### config.mk
export PLATFORM = sky130hd
export DESIGN_NAME = instr_window_fill
export DESIGN_NICKNAME = d
export VERILOG_FILES = /design/src/rtl/iq_pkg.sv /design/src/rtl/raw_matrix_gen.sv /design/src/rtl/instr_window_fill.sv
export SDC_FILE = /design/constraint.sdc
export NUM_CORES = 1
export LEC_CHECK = 0
export CORE_UTILIZATION = 27
export CTS_CLUSTER_SIZE = 16
export DETAILED_ROUTE_END_ITERATION = 10
export GPL_ROUTABILITY_DRIVEN = 0
export GPL_TIMING_DRIVEN = 0
export PLACE_DENSITY = 0.48
export RECOVER_POWER = 50
export SLEW_MARGIN = 0
export SYNTH_ARGS = -nofsm -noshare
export SYNTH_HDL_FRONTEND = slang
export SYNTH_SLANG_ARGS = --single-unit
### constraint.sdc
create_clock -name clk -period 5.06 [get_ports clk]
set_input_delay 0.506 -clock clk [delete_from_list [all_inputs] [get_ports clk]]
set_output_delay 0.506 -clock clk [all_outputs]
set_load 0.005 [all_outputs]
### src/rtl/iq_pkg.sv
// iq_pkg: shared definitions for the instruction window front end.
//   - 8-bit instruction layout: [7:6] opcode, [5:4] src1, [3:2] src2, [1:0] dest
//   - opcode encodings, field LSB positions, window depth WIN
//   - win_state_t: window fill FSM states
//   - reg_field(): pull a 2-bit register/opcode field out of an instruction
package iq_pkg;

    localparam int WIN     = 4;
    localparam int INSTR_W = 8;

    localparam int OPC_LSB  = 6;
    localparam int SRC1_LSB = 4;
    localparam int SRC2_LSB = 2;
    localparam int DEST_LSB = 0;

    localparam logic [1:0] OPC_ALU0 = 2'b00;
    localparam logic [1:0] OPC_ALU1 = 2'b01;
    localparam logic [1:0] OPC_MUL  = 2'b10;
    localparam logic [1:0] OPC_DIV  = 2'b11;

    typedef enum logic [1:0] {
        ST_FILL   = 2'd0,
        ST_SETTLE = 2'd1,
        ST_ISSUE  = 2'd2,
        ST_CLEAR  = 2'd3
    } win_state_t;

    function automatic logic [1:0] reg_field(input logic [INSTR_W-1:0] instr, input int lsb);
        return instr[lsb +: 2];
    endfunction

endpackage

### src/rtl/raw_matrix_gen.sv
// raw_matrix_gen: combinational RAW dependence matrix for a WIN-slot window.
//   instr_flat : slot k instruction at [8k+7:8k]
//   valid_bits : slot occupancy
//   raw_flat   : bit WIN*j+i set when valid slot i reads a register written
//                by older valid slot j (j<i). Only true RAW hazards; WAR/WAW
//                are not reported, diagonal and j>=i bits are always 0.
module raw_matrix_gen
    import iq_pkg::*;
(
    input  logic [WIN*INSTR_W-1:0] instr_flat,
    input  logic [WIN-1:0]         valid_bits,
    output logic [WIN*WIN-1:0]     raw_flat
);

    // Opcodes and a few edge-slot fields never take part in the matrix.
    logic unused_fields;
    assign unused_fields = ^instr_flat;

    always_comb begin
        raw_flat = '0;
        for (int j = 0; j < WIN; j++) begin
            for (int i = 0; i < WIN; i++) begin
                if (j < i) begin
                    raw_flat[WIN*j+i] = valid_bits[j] && valid_bits[i] &&
                        ((reg_field(instr_flat[INSTR_W*j +: INSTR_W], DEST_LSB) ==
                          reg_field(instr_flat[INSTR_W*i +: INSTR_W], SRC1_LSB)) ||
                         (reg_field(instr_flat[INSTR_W*j +: INSTR_W], DEST_LSB) ==
                          reg_field(instr_flat[INSTR_W*i +: INSTR_W], SRC2_LSB)));
                end
            end
        end
    end

endmodule

### src/rtl/instr_window_fill.sv
// instr_window_fill: packs an instruction stream into a 4-slot program-ordered
// window, publishes its RAW matrix, holds it while the scheduler issues, and
// clears/refills once every valid slot has retired (or the window stalls).
//   clk, reset_n       : clock, asynchronous active-low reset
//   in_valid/in_ready  : upstream handshake; in_instr carries the instruction,
//                        in_last closes the window after its accept
//   instr_flat         : slot k at [8k+7:8k]
//   valid_bits         : slot occupancy
//   raw_flat           : bit 4j+i = slot i depends on older slot j
//   sch_enable         : window stable, scheduler may issue
//   sch_clear          : one-cycle scheduler reset between windows
//   retire_onehot      : completions from the scheduler
//   window_done        : one-cycle pulse with sch_clear
//   err_stall          : sticky, set when ISSUE sees STALL_LIMIT idle cycles
//   dbg_state          : current FSM state (win_state_t encoding)
//
// Handshake: an instruction transfers on a rising edge where in_valid and
// in_ready are both high; in_ready is registered and high for all of FILL,
// and in_instr/in_last are only looked at on a transfer.
module instr_window_fill
    import iq_pkg::*;
#(
    parameter int FILL_TIMEOUT = 8,
    parameter int STALL_LIMIT  = 64
) (
    input  logic        clk,
    input  logic        reset_n,
    input  logic        in_valid,
    output logic        in_ready,
    input  logic [7:0]  in_instr,
    input  logic        in_last,
    output logic [31:0] instr_flat,
    output logic [3:0]  valid_bits,
    output logic [15:0] raw_flat,
    output logic        sch_enable,
    output logic        sch_clear,
    input  logic [3:0]  retire_onehot,
    output logic        window_done,
    output logic        err_stall,
    output logic [1:0]  dbg_state
);

    localparam int IW = (FILL_TIMEOUT > 0) ? $clog2(FILL_TIMEOUT + 1) : 1;
    localparam int SW = (STALL_LIMIT > 0) ? $clog2(STALL_LIMIT + 1) : 1;

    win_state_t             state_q, state_d;
    logic                   in_ready_q, in_ready_d;
    logic [WIN*INSTR_W-1:0] instr_q, instr_d;
    logic [WIN-1:0]         valid_q, valid_d;
    logic [WIN-1:0]         retired_q, retired_d;
    logic [WIN*WIN-1:0]     raw_q, raw_d, raw_next;
    logic [2:0]             count_q, count_d;
    logic [IW-1:0]          idle_q, idle_d;
    logic [SW-1:0]          stall_q, stall_d;
    logic                   sch_enable_q, sch_enable_d;
    logic                   sch_clear_q, sch_clear_d;
    logic                   window_done_q, window_done_d;
    logic                   err_q, err_d;
    logic                   accept;
    logic                   close_win;
    logic [WIN-1:0]         masked;

    assign accept = in_valid && in_ready_q;
    assign masked = retire_onehot & valid_q;

    // Window contents. Kept apart from the control block so the matrix
    // generator can look at the post-accept window without a comb loop.
    always_comb begin
        instr_d = instr_q;
        valid_d = valid_q;
        if (accept) begin
            instr_d[{count_q[1:0], 3'b000} +: INSTR_W] = in_instr;
            valid_d[count_q[1:0]] = 1'b1;
        end else if (state_q == ST_CLEAR) begin
            valid_d = '0;
        end
    end

    // Fed from the next-state window so raw_flat is already valid during
    // SETTLE, one cycle ahead of sch_enable.
    raw_matrix_gen u_raw_gen (
        .instr_flat (instr_d),
        .valid_bits (valid_d),
        .raw_flat   (raw_next)
    );

    always_comb begin
        state_d       = state_q;
        in_ready_d    = in_ready_q;
        raw_d         = raw_q;
        retired_d     = retired_q;
        count_d       = count_q;
        idle_d        = idle_q;
        stall_d       = stall_q;
        sch_enable_d  = sch_enable_q;
        sch_clear_d   = 1'b0;
        window_done_d = 1'b0;
        err_d         = err_q;
        close_win     = 1'b0;
        case (state_q)
            ST_FILL: begin
                if (accept) begin
                    count_d   = count_q + 3'd1;
                    idle_d    = '0;
                    close_win = (count_d == 3'(WIN)) || in_last;
                end else if (count_q != 3'd0) begin
                    // An empty window never times out.
                    idle_d    = idle_q + 1'b1;
                    close_win = (FILL_TIMEOUT != 0) && (idle_d == IW'(FILL_TIMEOUT));
                end
                if (close_win) begin
                    state_d    = ST_SETTLE;
                    in_ready_d = 1'b0;
                    raw_d      = raw_next;
                end
            end
            ST_SETTLE: begin
                state_d      = ST_ISSUE;
                sch_enable_d = 1'b1;
                retired_d    = '0;
                stall_d      = '0;
            end
            ST_ISSUE: begin
                retired_d = retired_q | masked;
                stall_d   = (masked != '0) ? '0 : stall_q + 1'b1;
                // Checking the merged vector lets the final retire close the
                // window in the same cycle it arrives.
                if (retired_d == valid_q) begin
                    state_d       = ST_CLEAR;
                    sch_enable_d  = 1'b0;
                    sch_clear_d   = 1'b1;
                    window_done_d = 1'b1;
                end else if ((masked == '0) && (stall_d == SW'(STALL_LIMIT))) begin
                    state_d       = ST_CLEAR;
                    sch_enable_d  = 1'b0;
                    sch_clear_d   = 1'b1;
                    window_done_d = 1'b1;
                    err_d         = 1'b1;
                end
            end
            ST_CLEAR: begin
                state_d    = ST_FILL;
                in_ready_d = 1'b1;
                raw_d      = '0;
                retired_d  = '0;
                count_d    = '0;
                idle_d     = '0;
                stall_d    = '0;
            end
            default: begin
                state_d = ST_FILL;
            end
        endcase
    end

    always_ff @(posedge clk or negedge reset_n) begin
        if (!reset_n) begin
            state_q       <= ST_FILL;
            in_ready_q    <= 1'b1;
            instr_q       <= '0;
            valid_q       <= '0;
            retired_q     <= '0;
            raw_q         <= '0;
            count_q       <= '0;
            idle_q        <= '0;
            stall_q       <= '0;
            sch_enable_q  <= 1'b0;
            sch_clear_q   <= 1'b0;
            window_done_q <= 1'b0;
            err_q         <= 1'b0;
        end else begin
            state_q       <= state_d;
            in_ready_q    <= in_ready_d;
            instr_q       <= instr_d;
            valid_q       <= valid_d;
            retired_q     <= retired_d;
            raw_q         <= raw_d;
            count_q       <= count_d;
            idle_q        <= idle_d;
            stall_q       <= stall_d;
            sch_enable_q  <= sch_enable_d;
            sch_clear_q   <= sch_clear_d;
            window_done_q <= window_done_d;
            err_q         <= err_d;
        end
    end

    assign in_ready    = in_ready_q;
    assign instr_flat  = instr_q;
    assign valid_bits  = valid_q;
    assign raw_flat    = raw_q;
    assign sch_enable  = sch_enable_q;
    assign sch_clear   = sch_clear_q;
    assign window_done = window_done_q;
    assign err_stall   = err_q;
    assign dbg_state   = state_q;

endmodule

# ---- After elaboration in Yosys (flattened, before gate mapping)
# Cells that the tools add are included.
# W data, S select, Z words.
dict set report word_totals {
  input_bits 16
  regBits 76
  elab_cells 115
}
dict set report op_classes {
  n_mux 31
  n_reduce_logical 36
  n_lt_le_gt_ge 2
  shifts 2
  add_sub_neg 4
  bitwise 4
  n_eq_ne 23
}
# operator count
set op_table {}
lappend op_table {{$bwmux W32} 1}
lappend op_table {{$pmux W16 S2} 1}
lappend op_table {{$shift A8 B7 Y32 const A} 1}
lappend op_table {{$shiftx A8 B7 Y32} 1}
lappend op_table {{$mux W30} 1}
lappend op_table {{$eq A2 B2 Y1} 12}
lappend op_table {{$mux W16} 1}
lappend op_table {{$mux W4} 4}
lappend op_table {{$pmux W4 S2} 2}
lappend op_table {{$logic_and A1 B1 Y1} 15}
lappend op_table {{$pmux W7 S2} 1}
lappend op_table {{$mux W1} 10}
lappend op_table {{$reduce_and A2 Y1} 5}
lappend op_table {{$or A4 B4 Y4} 2}
lappend op_table {{$pmux W2 S4} 1}
lappend op_table {{$add A7 B1 Y7 const B} 1}
lappend op_table {{$eq A7 B7 Y1 const B} 1}
lappend op_table {{$logic_or A1 B1 Y1} 7}
lappend op_table {{$mux W7} 1}
lappend op_table {{$neg A5 Y7} 1}
lappend op_table {{$mux W2} 3}
lappend op_table {{$ne A3 B3 Y1 const B} 2}
lappend op_table {{$pmux W3 S2} 1}
lappend op_table {{$reduce_bool A2 Y1} 3}
lappend op_table {{21 further kinds} 24}

# ---- Longest topological paths before layout
# Gate-level depths: netlist of the first run.
dict set report depth {
  ltp_word 10
  depth_mapped 10
  depth_no_buf 8
}

# ---- By module
# Synthesis of the first run repeated with hierarchy kept, for this count alone.
dict set report hier_totals {
  hier_cells 377
  hier_area_um2 4015.1
}
# module cells_per_inst seq_area_each_um2 area_each_um2 instances
set by_module_without_submodules {}
lappend by_module_without_submodules {instr_window_fill 328 1903.1 3628.5 1}
lappend by_module_without_submodules {raw_matrix_gen 49 0.0 386.6 1}

# ---- Worst setup path before layout of the first run
# OpenSTA, ideal clock, no wires.
dict set report synth_timing {
  path_kind {register -> register}
  from {reg count_q[0]}
  to {reg raw_q[6], in the netlist raw_flat[6]}
  arrival_time_ps 2434
  t_required_ps 4935
  setup_time_ps 125
  stages_incl_launch_ff 11
  n_path_buf 2
  slack_ps 2501
  cell_sequence {dfrtp_1 > clkbuf_1 > inv_1 > ha_1 > buf_2 > nor4b_1 > a32oi_1 > xnor2_1 > a22oi_1 > nor3_1 > mux2_2}
}
dict set report synth_between {
  elab_chain_cells 10
  word_cells_on_any_way 28
}
# element line_no
set synth_lines {}
lappend synth_lines {{start: declaration} instr_window_fill.sv:52} ;# logic [2:0] count_q, count_d;
lappend synth_lines {{start signal: assignment} instr_window_fill.sv:178} ;# count_q <= count_d;
lappend synth_lines {{branches (longest 10 deep; another with $neg A5 Y7)} --}
lappend synth_lines {{end signal: assignment} instr_window_fill.sv:177} ;# raw_q <= raw_d;
lappend synth_lines {{end: declaration} instr_window_fill.sv:51} ;# logic [WIN*WIN-1:0] raw_q, raw_d, raw_next;
# Parallel ways; which one is timed is not known. The select of a mux whose other input is x is not followed.
# A chain may end at the register's enable or synchronous reset.

==> results.txt, run 1 <==
The run finished, with violations left. The checks that failed: max-capacitance violations, max-slew violations. The power share of the sequential group is roughly 45%. The worst register-to-register path has a setup slack of approximately 1.8 ns. The met3 track demand over resource in global routing is under 10%. The part of the cycle the worst path needs is 68.52%.

The maximum level of the CTS H-tree came out at 3. The clock latency on the worst-skew pair is ~0.33 ns. The share of layout cells above drive strength 1 is ~11%. The area of the core region came out at between 0.01 and 0.015 mm^2. Summing over every cut layer, the via total after detailed routing is slightly below 3000. The count of unresolved DRC violations after routing came out at 0. The global-route wire length before repair came out at around 16 mm. The global-route usage over all layers is between 10% and 20%. The clock arrives with 0.005378 ns of skew. Clock-pin slew was measured on the worst setup and hold paths at approximately 0.050 ns. Global routing used between 10% and 20% of the available met1 tracks. The I/O pin count came out at 75. The cell area after placement is 0.004662 mm^2. Excluding fillers, the count of instances in the completed layout stands at around 620. The worst setup path is captured at an async pin.

The overall die width is 120.3 um. The total of cells resized after clock tree synthesis came out at 0. The final routed wirelength across all metal layers is a little under 10 mm. The number of buffer and inverter instances along the worst setup path came out at 1. The root buffer cell chosen for the clock tree is clkbuf_16. The total clock sinks came out at 66. The number of buffers inserted to repair setup after CTS came out at 0. The combinational share of power came out at about 3%. The critical path in this run is classified as input port to async pin. The final count of hold timing violations came out at 0. The count of mapped cells out of synthesis came out at between 300 and 400. On the worst path, the slowest cell contributes a delay of 2.52 ns. The leakage component of the power came out at 2.267 nW.

0 antenna diodes ended up in the layout. Setup repair after global routing left no endpoint under its margin. Counting flops with a built-in enable in the synthesized netlist gives 0. The minimum clock period is ~3.5 ns.

For this configuration, the core starts out at a cell density of ~28%. The total number of yosys warnings came out at 0. The CTS tree is yes. The HPWL reported at the end of detailed placement came out at 7.292 mm. For the worst setup path, the data arrival time is 3.07 ns. Among all stages on the critical path, the largest delay is contributed by clkbuf_1. The number of detailed-routing iterations run before antenna repair is 4. The starting DRC count in detailed routing is around 140. The worst setup path is launched from an input port. The kind of cell adding the most delay to the critical path is buffers and inverters.

The clock network fraction of total power came out at a little over half. Hold timing on the final database bottoms out at a slack of ~0.47 ns. The ratio of total power to cell area is about 240 mW/mm^2. The final-stage net count is ~480. The count of nets left with antenna violations once routing finished came out at 0. The number of filler cells placed in the layout came out at around 1400. The worst setup timing slack at the placement stage is 1.787 ns. The die boundary height came out at 120.3 um.

The transition time at the pin with the least slew margin is 3.633 ns. The post-synthesis sequential area ratio is around 44%. The die covers 0.01448 mm^2.

The number of antenna violations at the first check in global routing came out at 0. Of all nets on the critical path, the largest fanout is 66. In the synthesized netlist the dominant register cell turns out to be dfrtp_1. Including well taps, the total number of placed cells is 609. The number of max-cap violations came out at 1. The relative max-transition margin is -142.2%. The met2 capacity usage during global routing is 22.16%. The number of register bits inferred by synthesis is 66. The number of buffer cells added on primary ports came out at between 60 and 70.

Derived from the worst setup path, the maximum achievable clock frequency is between 200 and 300 MHz. The number of core rows is between 40 and 50. The mapped netlist covers 0.003780 mm^2. Dividing the detail-routed wire length by the instance count gives 15.83 um. Walking the worst path, the cells encountered are clkbuf_1. The number of pins with negative max-slew slack in the final report came out at between 60 and 70. The number of clock buffers added by TritonCTS is 9. The average instance area after synthesis came out at ~10 um^2. The global routing stage identified its most utilized layer as met2. The maximum ir drop on the vdd rail came out at about 110 uV. Setup violations remaining at the end of the flow were counted as 0. The number of distinct library cells after synthesis came out at 57. Entering global routing, the biggest net connects 67 pins. The via count of the first global-routing pass is 3025. The path class of the tightest hold or removal check is register to register. The residual overflow from global routing is 0. The share of flip-flops with an asynchronous set or reset after synthesis is between 90% and 100%. For this design the total switching power over the nets is approximately 0.00025 W.

The internal power summed over all cells is around 0.00094 W. The layout-stage area growth over the synthesis result came out at 30.85%. The minimum setup slack in the final design came out at between 1.5 and 2 ns.

The post-route cell area is 0.004946 mm^2. The maximum count of clock buffers along a single path came out at 2. The setup total negative slack is 0 ns.

The share of total power consumed by net switching is a little over a fifth. The worst path required time came out at between 4 and 5 ns. The via-per-instance ratio came out at between 4 and 5. The number of hold-repair buffers added at the cts stage came out at 0.
-- logic make-up (layout without fill, tap and decap cells) --
logic type,Yosys count,in the layout,synth area share [%]
and+or+nand+nor,99,99,15.39
DFF,66,66,43.73
AOI/OAI and AO/OA,81,81,16.62
adders and majority gates,17,17,5.627
muxes,16,16,4.800
other,1,10,0.09921
xor gates and xnor gates,30,30,6.951
buffers and inverters,51,129,6.786
-- metal layers --
metal  share of wire [%]  wire [um]  up-vias
li1                    -          -     1447
met1                  50       4939     1488
met2                  46       4570       38
met3                 2.0        196       12
met4                 1.8        174        0
met5                   0          0        -
-- cell type report --
class | instances | area (um^2) | area share [%]
Buffer | 27 | 166.4 | 3.365
Tap cell | 176 | 220.2 | 4.452
Multi-Input combinational cell | 253 | 1904 | 38.50
Clock inverter | 2 | 37.54 | 0.7589
Timing Repair Buffer | 63 | 624.3 | 12.62
Clock buffer | 13 | 250.2 | 5.059
Sequential cell | 66 | 1653 | 33.42
Inverter | 24 | 90.09 | 1.821
-- synthesized netlist by cell type (4+ instances only) --
master / number / area, um^2
dfrtp_1: 65 / 1627
xnor2_1: 26 / 227.7
inv_1: 24 / 90.09
nand2_1: 18 / 67.56
ha_1: 17 / 212.7
a22o_1: 16 / 140.1
nor2_1: 15 / 56.30
buf_4: 12 / 90.09
nor2b_1: 11 / 68.82
a21oi_1: 10 / 50.05
mux2_2: 9 / 101.4
o21ai_1: 9 / 45.04
and2_1: 8 / 50.05
nand3_1: 8 / 40.04
and4b_1: 7 / 70.07
clkbuf_1: 7 / 26.28
a32oi_1: 6 / 52.55
nand4_1: 6 / 37.54
a22oi_1: 5 / 37.54
o21ai_0: 5 / 25.02
buf_2: 4 / 20.02
nor4_1: 4 / 25.02
nor4b_1: 4 / 35.03
o21a_1: 4 / 30.03
o31ai_1: 4 / 30.03
xor2_1: 4 / 35.03
-- through the flow --
stage,total power [W],util [%]
final,0.001183,36.77
after global routing,0.001216,36.77
after CTS,0.001196,36.79
after detailed placement,0.0005746,34.65
after global placement,0.0005747,34.67
after floorplan,0.0005472,-
-- state kept, by name, summed over array words and instances, names as in the netlist --
register / count
instr_flat: 32
stall_q: 7
raw_flat: 6
idle_q: 4
retired_q: 4
valid_bits: 4
count_q: 3
dbg_state: 2
err_stall: 1
in_ready: 1
sch_enable: 1
window_done: 1
-- cells in the final DEF (no fill, tap or decap), drive strengths merged, types with 2 or more instances in the layout --
master and n:
a41oi 2, mux2i 5, dfrtp 65, and2 8
a32oi 9, or2 2, a21oi 10, a22oi 5
conb 10, nor4b 4, nand3 11, xor2 4
nand2 18, a31oi 2, nor3 2, nor4 4
a22o 16, inv 24, nand4 6, nor2b 11
nand2b 2, ha 17, a32o 3, o31ai 4
xnor2 26, o21a 4, and3 2, and4b 7
clkbuf 21, clkdlybuf4s50 40, o21ai 14, nor3b 3
dlygate4sd3 22, a2bb2oi 3, o22ai 3, mux2 11
buf 20, nor2 16
-- final timing paths --
kind / end / from / cells past startpoint
max: sch_enable$_DFFE_PN0P_ / reset_n / 1
min: err_stall$_DFFE_PN0P_ / err_stall$_DFFE_PN0P_ / 2
max reg2reg: raw_flat[7]$_DFFE_PN0P_ / count_q[0]$_DFFE_PN0P_ / 10
min reg2reg: err_stall$_DFFE_PN0P_ / err_stall$_DFFE_PN0P_ / 2
max in group clk: raw_flat[7]$_DFFE_PN0P_ / count_q[0]$_DFFE_PN0P_ / 10
min in group asynchronous: instr_flat[11]$_DFF_PN0_ / reset_n / 1
-- power by group through the flow --
stage               Sequential, W  Combinational, W  Clock [W]
finish                   0.000528         0.0000358   0.000619
global route             0.000528         0.0000402   0.000648
CTS                      0.000528         0.0000374   0.000630
detailed placement       0.000537         0.0000371          0
global placement         0.000538         0.0000371          0
floorplan                0.000538        0.00000960          0
Power figures use the tool's default switching activity.
==> run 2, diff against run 1 <==
Clock period 5.06 ns to 3.4 ns, I/O delays scaled along.
==> run 2 against run 1 <==
The run still ends with max-capacitance violations, max-slew violations left. Via count did not move. Clock skew about the same. Non-clock buffer count stayed put. Power up 49%. Global-route usage unchanged. Die area unchanged. Worst setup slack worse by 1.3 ns. Sequential power increased by 49%. Flip-flop and latch count did not move. Critical path depth increased by 9. Final area barely moved.
==> results.txt, run 2 (synthesized netlist as in run 1, its figures left out) <==
Outcome: complete, but fails checks (unchanged). Violated checks: max-capacitance violations, max-slew violations (unchanged). The layout-stage area growth over the synthesis result came to 30.92% (was 30.85%). The global routing's busiest layer is met2 (unchanged). The number of antenna violations at the first check in global routing is 0 (unchanged).

The maximum level of the CTS H-tree is 3 (unchanged). Ordered cell list for the critical path: clkbuf_2 -> inv_1 -> ha_1 -> clkbuf_1 -> nor4b_1 -> a32oi_2 -> xnor2_1 -> a22oi_1 -> nor3_1 -> mux2_2 (was clkbuf_1). The count of cells along the worst register-to-register path is 10 (unchanged). The critical path depth is 10 (was 1). The number of detailed-routing iterations run before antenna repair came to 4 (unchanged). The critical path capture point is raw_flat[7]$_DFFE_PN0P_ (was sch_enable$_DFFE_PN0P_). The maximum number of pins on one net before global-route repair is 67 (unchanged). The minimum setup slack in the final design came out at 0.3066 ns (was 1.593 ns).

The final routed wirelength across all metal layers is 9.892 mm (was 9.880 mm). The area of the core region is 0.01345 mm^2 (unchanged). Setup repair after global routing missed its margin: no (unchanged). Subtracting the final worst setup slack from the clock period gives just over 3 ns. The count of unresolved DRC violations after routing came out at 0 (unchanged). The kind of cell adding the most delay to the critical path was buffers and inverters (unchanged).

The met2 capacity usage during global routing is 22.16% (unchanged). The largest stage delay on the critical path came out at 0.50 ns (was 2.52 ns). The commonest non-fill, non-tap cell in the layout is dfrtp_1 (unchanged).

The maximum count of clock buffers along a single path is 2 (unchanged). The number of core rows is 42 (unchanged). The number of pins with negative max-slew slack in the final report came out at 67 (unchanged).

The worst setup path category is register to register (was input port to async pin). The number of hold-repair buffers added at the cts stage is 0 (unchanged). The full die area came out at 0.01448 mm^2 (unchanged). Most frequent cells in the layout: 65 x dfrtp_1, 38 x clkdlybuf4s50_1, 26 x xnor2_1 (was 65 x dfrtp_1, 40 x clkdlybuf4s50_1, 26 x xnor2_1). The capture instance of the worst register-to-register path is raw_flat[7]$_DFFE_PN0P_ (unchanged).

The highest achievable clock rate is approximately 320 MHz. The relative max-transition margin is -12.86% (was -142.2%). The slack of the worst reg-to-reg path came out at 0.31 ns (was 1.79 ns). The starting DRC count in detailed routing came out at 118 (was 135). The overall die width is 120.3 um (unchanged). The count of antenna diodes in the layout came out at 0 (unchanged).

The worst setup timing slack at the placement stage was 0.1272 ns (was 1.787 ns). The worst path required time came out at 3.62 ns (was 4.66 ns). The leakage component of the power came out at 2.281 nW (was 2.267 nW). The via-per-instance ratio is 4.784 (unchanged). The met3 track demand over resource in global routing came out at 2.028% (unchanged). The end-of-flow core utilization is 36.78% (was 36.77%). The clock latency on the worst-skew pair is 0.33 ns (about the same). The origin of the worst setup path was count_q[0]$_DFFE_PN0P_ (was reset_n). The post-route cell area is 0.004949 mm^2 (was 0.004946 mm^2). The ratio of total power to cell area came to 355.8 mW/mm^2 (was 239.2 mW/mm^2).

The HPWL reported at the end of detailed placement came out at 7.292 mm (unchanged). The number of max-cap violations is 1 (unchanged). The global-route usage over all layers is 14.30% (unchanged).

The CTS tree is yes (unchanged). The post-route clock skew came out at 0.005514 ns (was 0.005378 ns). The residual overflow from global routing is 0 (unchanged). The kind of path behind the tightest hold check is input port to async pin (was register to register). The nature of the critical path endpoint is a register (was async pin). The launch instance of the worst register-to-register path was count_q[0]$_DFFE_PN0P_ (unchanged). The number of buffer cells added on primary ports is 63 (unchanged). The root cell of the clock tree is clkbuf_16 (unchanged). The share of layout cells above drive strength 1 is 11.61% (was 11.16%). The non-filler instance count after layout is 624 (unchanged). The element type at the critical path start is a register (was input port).

The via count of the first global-routing pass is 3025 (unchanged). The slowest cell on the critical path was nor4b_1 (was clkbuf_1). The part of the cycle the worst path needs came out at 90.98%. The endpoint arrival time on the critical path was 3.31 ns (was 3.07 ns).

The transition time at the pin with the least slew margin is 1.693 ns (was 3.633 ns). The maximum ir drop on the vdd rail came out at 162.9 uV (was 109.5 uV). The effective utilization at floorplan came out at 28.10% (unchanged). The number of cells in the design after placement came to 609 (unchanged). The number of buffers inserted to repair setup after CTS is 0 (unchanged). The number of filler cells placed in the layout came out at 1396 (unchanged).

The total of cells resized after clock tree synthesis came out at 0 (unchanged). The die boundary height was 120.3 um (unchanged). The final-stage net count was 477 (unchanged). The I/O pin count came out at 75 (unchanged). The average wire length per cell after detail routing is 15.85 um (was 15.83 um). The count of endpoints failing setup in the final report came out at 0 (unchanged). The number of buffer and inverter instances along the worst setup path is 3 (was 1). The remaining number of nets flagged by the antenna check after routing came out at 0 (unchanged). The met1 track utilization from global routing came to 19.86% (unchanged). The setup total negative slack is 0 ns (unchanged). The total clock sinks came out at 66 (unchanged). The via count of the routed design came out at 2985 (unchanged). The final count of hold timing violations was 0 (unchanged). The number of clock buffers inserted by TritonCTS is 9 (unchanged). The clock slew at the register clock pins of the worst setup and hold paths is 0.06 ns (was 0.05 ns). The peak fanout along the critical path was 10 (was 66). The flip-flop count of the largest register after layout is 32 (unchanged). The global-route wire length before repair came out at 16.00 mm (unchanged).

The cell area after placement came out at 0.004662 mm^2 (unchanged).
-- run 2: worst min path at each step --
stage	from	slack (ns)	to	depth (start not counted)
2_1_floorplan	reset_n	0.04	count_q[0]$_DFFE_PN0P_	0
3_3_place_gp	err_stall$_DFFE_PN0P_	0.47	err_stall$_DFFE_PN0P_	2
3_5_place_dp	err_stall$_DFFE_PN0P_	0.47	err_stall$_DFFE_PN0P_	2
4_1_cts	reset_n	0.17	instr_flat[12]$_DFF_PN0_	1
5_1_grt	err_stall$_DFFE_PN0P_	0.49	err_stall$_DFFE_PN0P_	2
6_report	reset_n	0.45	instr_flat[11]$_DFF_PN0_	1
-- run 2: worst register-to-register path, stage by stage (launching register included) --
cell and delay (ns):
dfrtp_1 0.49, clkbuf_2 0.28, inv_1 0.15, ha_1 0.26
clkbuf_1 0.22, nor4b_1 0.51, a32oi_2 0.31, xnor2_1 0.20
a22oi_1 0.23, nor3_1 0.07, mux2_2 0.27
-- run 2: layout make-up --
class	count	area [um^2]	area share, %
plain buffers	27	167.7	3.388
clock buffers	13	250.2	5.057
clock inverters	2	37.54	0.7585
inverters	24	90.09	1.820
multi-input cells	253	1904	38.48
flip-flops and latches	66	1653	33.40
well taps	176	220.2	4.450
repair buffers	63	625.6	12.64
-- run 2: metrics by stage --
step	hold WS (ns)	power, W
after floorplan	0.04441	0.0008144
after global placement	0.4660	0.0008552
after detailed placement	0.4670	0.0008551
after CTS	0.1679	0.001779
after global routing	0.4929	0.001810
final	0.4476	0.001760
-- run 2: layer usage --
| metal | wire length, um | vias up |
|---|---|---|
| met3 | 208 | 12 |
| met5 | 0 | - |
| met4 | 176 | 0 |
| met1 | 4968 | 1483 |
| li1 | - | 1447 |
| met2 | 4539 | 43 |
-- run 2: power by group --
group | switching (W) | leakage [nW] | internal (W)
clock | 0.000336 | 0.136 | 0.000584
combinational | 0.0000310 | 1.27 | 0.0000227
sequential | 0 | 0.872 | 0.000786
total | 0.000367 | 2.28 | 0.00139
==> run 3, diff against run 2 <==
Settings changed: PLACE_DENSITY 0.48 to unset, PLACE_DENSITY_LB_ADDON set to 0.1.
==> run 3 against run 2 <==
The flow still finishes with violations (max-capacitance violations, max-slew violations). Register-to-register slack about the same. Sequential power about the same. First-iteration DRC count decreased by 9.3%. Clock skew increased by 0.0020 ns. Combinational power increased by 0.7%. Critical endpoint is now raw_flat[2]$_DFFE_PN0P_. Fmax increased by 0.21%. Count of clock-buffer cells in the layout decreased by 2. Power increased by 5.2%. Final cell count increased by 0.32%. Final area increased by 0.94%. Critical path depth unchanged.
==> results.txt, run 3 (synthesized netlist as in run 1, its figures left out) <==
The net load switching power came out at 0.0003834 W (was 0.0003672 W). The area of the core region is 0.01345 mm^2 (unchanged). The critical path capture point is raw_flat[2]$_DFFE_PN0P_ (was raw_flat[7]$_DFFE_PN0P_). The nature of the critical path endpoint was a register (unchanged). The number of core rows is 42 (unchanged). The relative max-transition margin was -15.62% (was -12.86%). The total power draw is 0.001852 W (was 0.001760 W). The worst setup path category is register to register (unchanged). The count of antenna diodes in the layout came out at 0 (unchanged). The global-route usage over all layers is 14.51% (was 14.30%). The final count of hold timing violations came out at 0 (unchanged). The minimum clock period is 3.087 ns (was 3.093 ns). The count of endpoints failing setup in the final report is 0 (unchanged).

The global-route wire length before repair is 15.98 mm (was 16.00 mm). The peak fanout along the critical path is 10 (unchanged). Most frequent cells in the layout: 65 x dfrtp_1, 38 x clkdlybuf4s50_1, 26 x xnor2_1 (unchanged). Violated checks: max-capacitance violations, max-slew violations (unchanged). The count of unresolved DRC violations after routing is 0 (unchanged). The endpoint arrival time on the critical path is 3.31 ns (about the same). The total clock sinks is 66 (unchanged). The setup total negative slack came out at 0 ns (unchanged). The full die area came out at 0.01448 mm^2 (unchanged). The number of detailed-routing iterations run before antenna repair is 4 (unchanged). The share of layout cells above drive strength 1 was 12.67% (was 11.61%). The die boundary height is 120.3 um (unchanged).

The combinational share of power is 2.9% (was 3.0%). The slowest cell on the critical path is dfrtp_1 (was nor4b_1). The launch instance of the worst register-to-register path was count_q[0]$_DFFE_PN0P_ (unchanged). The maximum ir drop on the vdd rail came out at 220.1 uV (was 162.9 uV). The worst path required time came out at 3.62 ns (about the same). The via-per-instance ratio is 4.724 (was 4.784).

The ratio of total power to cell area came to 370.8 mW/mm^2 (was 355.8 mW/mm^2). The flip-flop count of the largest register after layout came out at 32 (unchanged). The kind of path behind the tightest hold check is register to register (was input port to async pin). The power share of the sequential group came out at 42.4% (was 44.7%). The origin of the worst setup path is count_q[0]$_DFFE_PN0P_ (unchanged). The clock slew at the register clock pins of the worst setup and hold paths was 0.06 ns (about the same). The number of max-cap violations is 1 (unchanged). The number of filler cells placed in the layout was 1401 (was 1396). The residual overflow from global routing was 0 (unchanged). The clock latency on the worst-skew pair is 0.33 ns (about the same). The leakage component of the power came out at 2.305 nW (was 2.281 nW).

The final-stage net count was 478 (was 477). The startpoint of the worst hold path is err_stall$_DFFE_PN0P_. The via count of the routed design is 2957 (was 2985). The clock network fraction of total power came to 54.6% (was 52.3%). The commonest non-fill, non-tap cell in the layout is dfrtp_1 (unchanged). The via count of the first global-routing pass is 2967 (was 3025).

The capture instance of the worst register-to-register path is raw_flat[2]$_DFFE_PN0P_ (was raw_flat[7]$_DFFE_PN0P_). The part of the cycle the worst path needs came to 90.79% (was 90.98%). The largest stage delay on the critical path came out at 0.49 ns (was 0.50 ns). The CTS tree was yes (unchanged).

The overall die width came to 120.3 um (unchanged). The highest achievable clock rate came out at 323.9 MHz (was 323.3 MHz). The starting DRC count in detailed routing came out at 107 (was 118). The HPWL reported at the end of detailed placement is 7.294 mm (was 7.292 mm).

The final routed wirelength across all metal layers is 9.935 mm (was 9.892 mm). The layout-stage area growth over the synthesis result came to 32.14% (was 30.92%). The maximum level of the CTS H-tree is 3 (unchanged). The count of cells along the worst register-to-register path came to 10 (unchanged). The slack of the worst reg-to-reg path came out at 0.31 ns (about the same).

Outcome: complete, but fails checks (unchanged). The average wire length per cell after detail routing is 15.87 um (was 15.85 um). The number of cells in the design after placement is 610 (was 609). The post-route clock skew is 0.007474 ns (was 0.005514 ns). The I/O pin count is 75 (unchanged).

The element type at the critical path start is a register (unchanged). The root cell of the clock tree was clkbuf_16 (unchanged). The transition time at the pin with the least slew margin is 1.734 ns (was 1.693 ns).

The number of pins with negative max-slew slack in the final report is 67 (unchanged). The non-filler instance count after layout came out at 626 (was 624). The internal power summed over all cells came out at 0.001469 W (was 0.001393 W).

The number of clock buffers inserted by TritonCTS came out at 9 (unchanged). Ordered cell list for the critical path: clkbuf_2 -> inv_1 -> ha_1 -> buf_2 -> nor2b_1 -> a32oi_1 -> xnor2_1 -> a22oi_1 -> nor4_1 -> mux2_2 (was clkbuf_2 -> inv_1 -> ha_1 -> clkbuf_1 -> nor4b_1 -> a32oi_2 -> xnor2_1 -> a22oi_1 -> nor3_1 -> mux2_2). The effective utilization at floorplan is 28.10% (unchanged). The remaining number of nets flagged by the antenna check after routing is 0 (unchanged). The worst hold slack is 0.4666 ns (was 0.4476 ns). Setup repair after global routing missed its margin: no (unchanged).

The number of buffers inserted to repair setup after CTS came to 0 (unchanged). The number of buffer cells added on primary ports came to 63 (unchanged). The number of antenna violations at the first check in global routing is 0 (unchanged). The maximum count of clock buffers along a single path is 2 (unchanged). The maximum number of pins on one net before global-route repair was 67 (unchanged). The end-of-flow core utilization is 37.13% (was 36.78%). The share of total power consumed by net switching came out at 20.70% (was 20.86%).
## run 3: cell types whose count changed in the layout (fill, tap and decap cells not counted)
cell | previous run | this run
bufinv_16 | 1 | 2
clkbuf_1 | 9 | 7
clkbuf_4 | 0 | 1
clkinv_2 | 0 | 2
nor4b_1 | 4 | 3
nor4b_2 | 0 | 1
## run 3: how the worst min path moves through the flow
stage / endpoint / slack, ns / cells after the start
after floorplan: count_q[0]$_DFFE_PN0P_ / 0.04 / 0
after global placement: err_stall$_DFFE_PN0P_ / 0.47 / 2
after detailed placement: instr_flat[23]$_DFFE_PN0P_ / 0.39 / 2
after CTS: instr_flat[6]$_DFFE_PN0P_ / 0.02 / 2
after global routing: err_stall$_DFFE_PN0P_ / 0.51 / 2
final: err_stall$_DFFE_PN0P_ / 0.47 / 2
## run 3: power by group through the flow
stage          sequential [W]  combinational [W]  clock [W]
2_1_floorplan        0.000800          0.0000143          0
3_3_place_gp         0.000800          0.0000559          0
3_5_place_dp         0.000800          0.0000598          0
4_1_cts              0.000786          0.0000598    0.00104
5_1_grt              0.000785          0.0000611    0.00107
6_report             0.000786          0.0000541    0.00101
## run 3: what timing repair did
action | CTS | global route
endpoints found under the hold margin | 0 | 0
hold buffers | 0 | 0
setup endpoints to repair | 2 | 2
gates resized for setup | 1 | 1
## run 3: final cells by class
| cell class | count | area, um^2 | area share [%] |
|---|---|---|---|
| plain buffers | 27 | 167.7 | 3.357 |
| clock buffers | 11 | 242.7 | 4.860 |
| clock inverters | 5 | 77.57 | 1.553 |
| inverters | 24 | 90.09 | 1.804 |
| multi-input cells | 253 | 1911 | 38.25 |
| flip-flops and latches | 66 | 1653 | 33.09 |
| well taps | 176 | 220.2 | 4.409 |
| repair buffers | 64 | 633.1 | 12.68 |
## run 3: critical path, delay by kind of cell, from the launching register on
family / cells / cell delay [ns]
AOI/OAI and AO/OA: 2 / 0.53
xor gates and xnor gates: 1 / 0.19
adders and majority gates: 1 / 0.39
buffers and inverters: 3 / 0.70
DFF: 1 / 0.49
muxes: 1 / 0.27
and+or+nand+nor: 2 / 0.41
## run 3: metal layers
metal	vias up	part of all wire [%]	global-route usage (%)
met2	51	45	23.31
li1	1457	-	-
met4	0	1.2	4.630
met3	10	3.3	3.302
met5	-	0	0
met1	1439	50	19.27
## run 3: through the flow
| stage | area, um^2 | setup WS, ns |
|---|---|---|
| final | 4995 | 0.3130 |
| after global routing | 4995 | 0.02991 |
| after CTS | 5011 | 0.1663 |
| after detailed placement | 4690 | -0.003199 |
| after global placement | 4664 | -0.4901 |
| after floorplan | 3814 | 0.8415 |
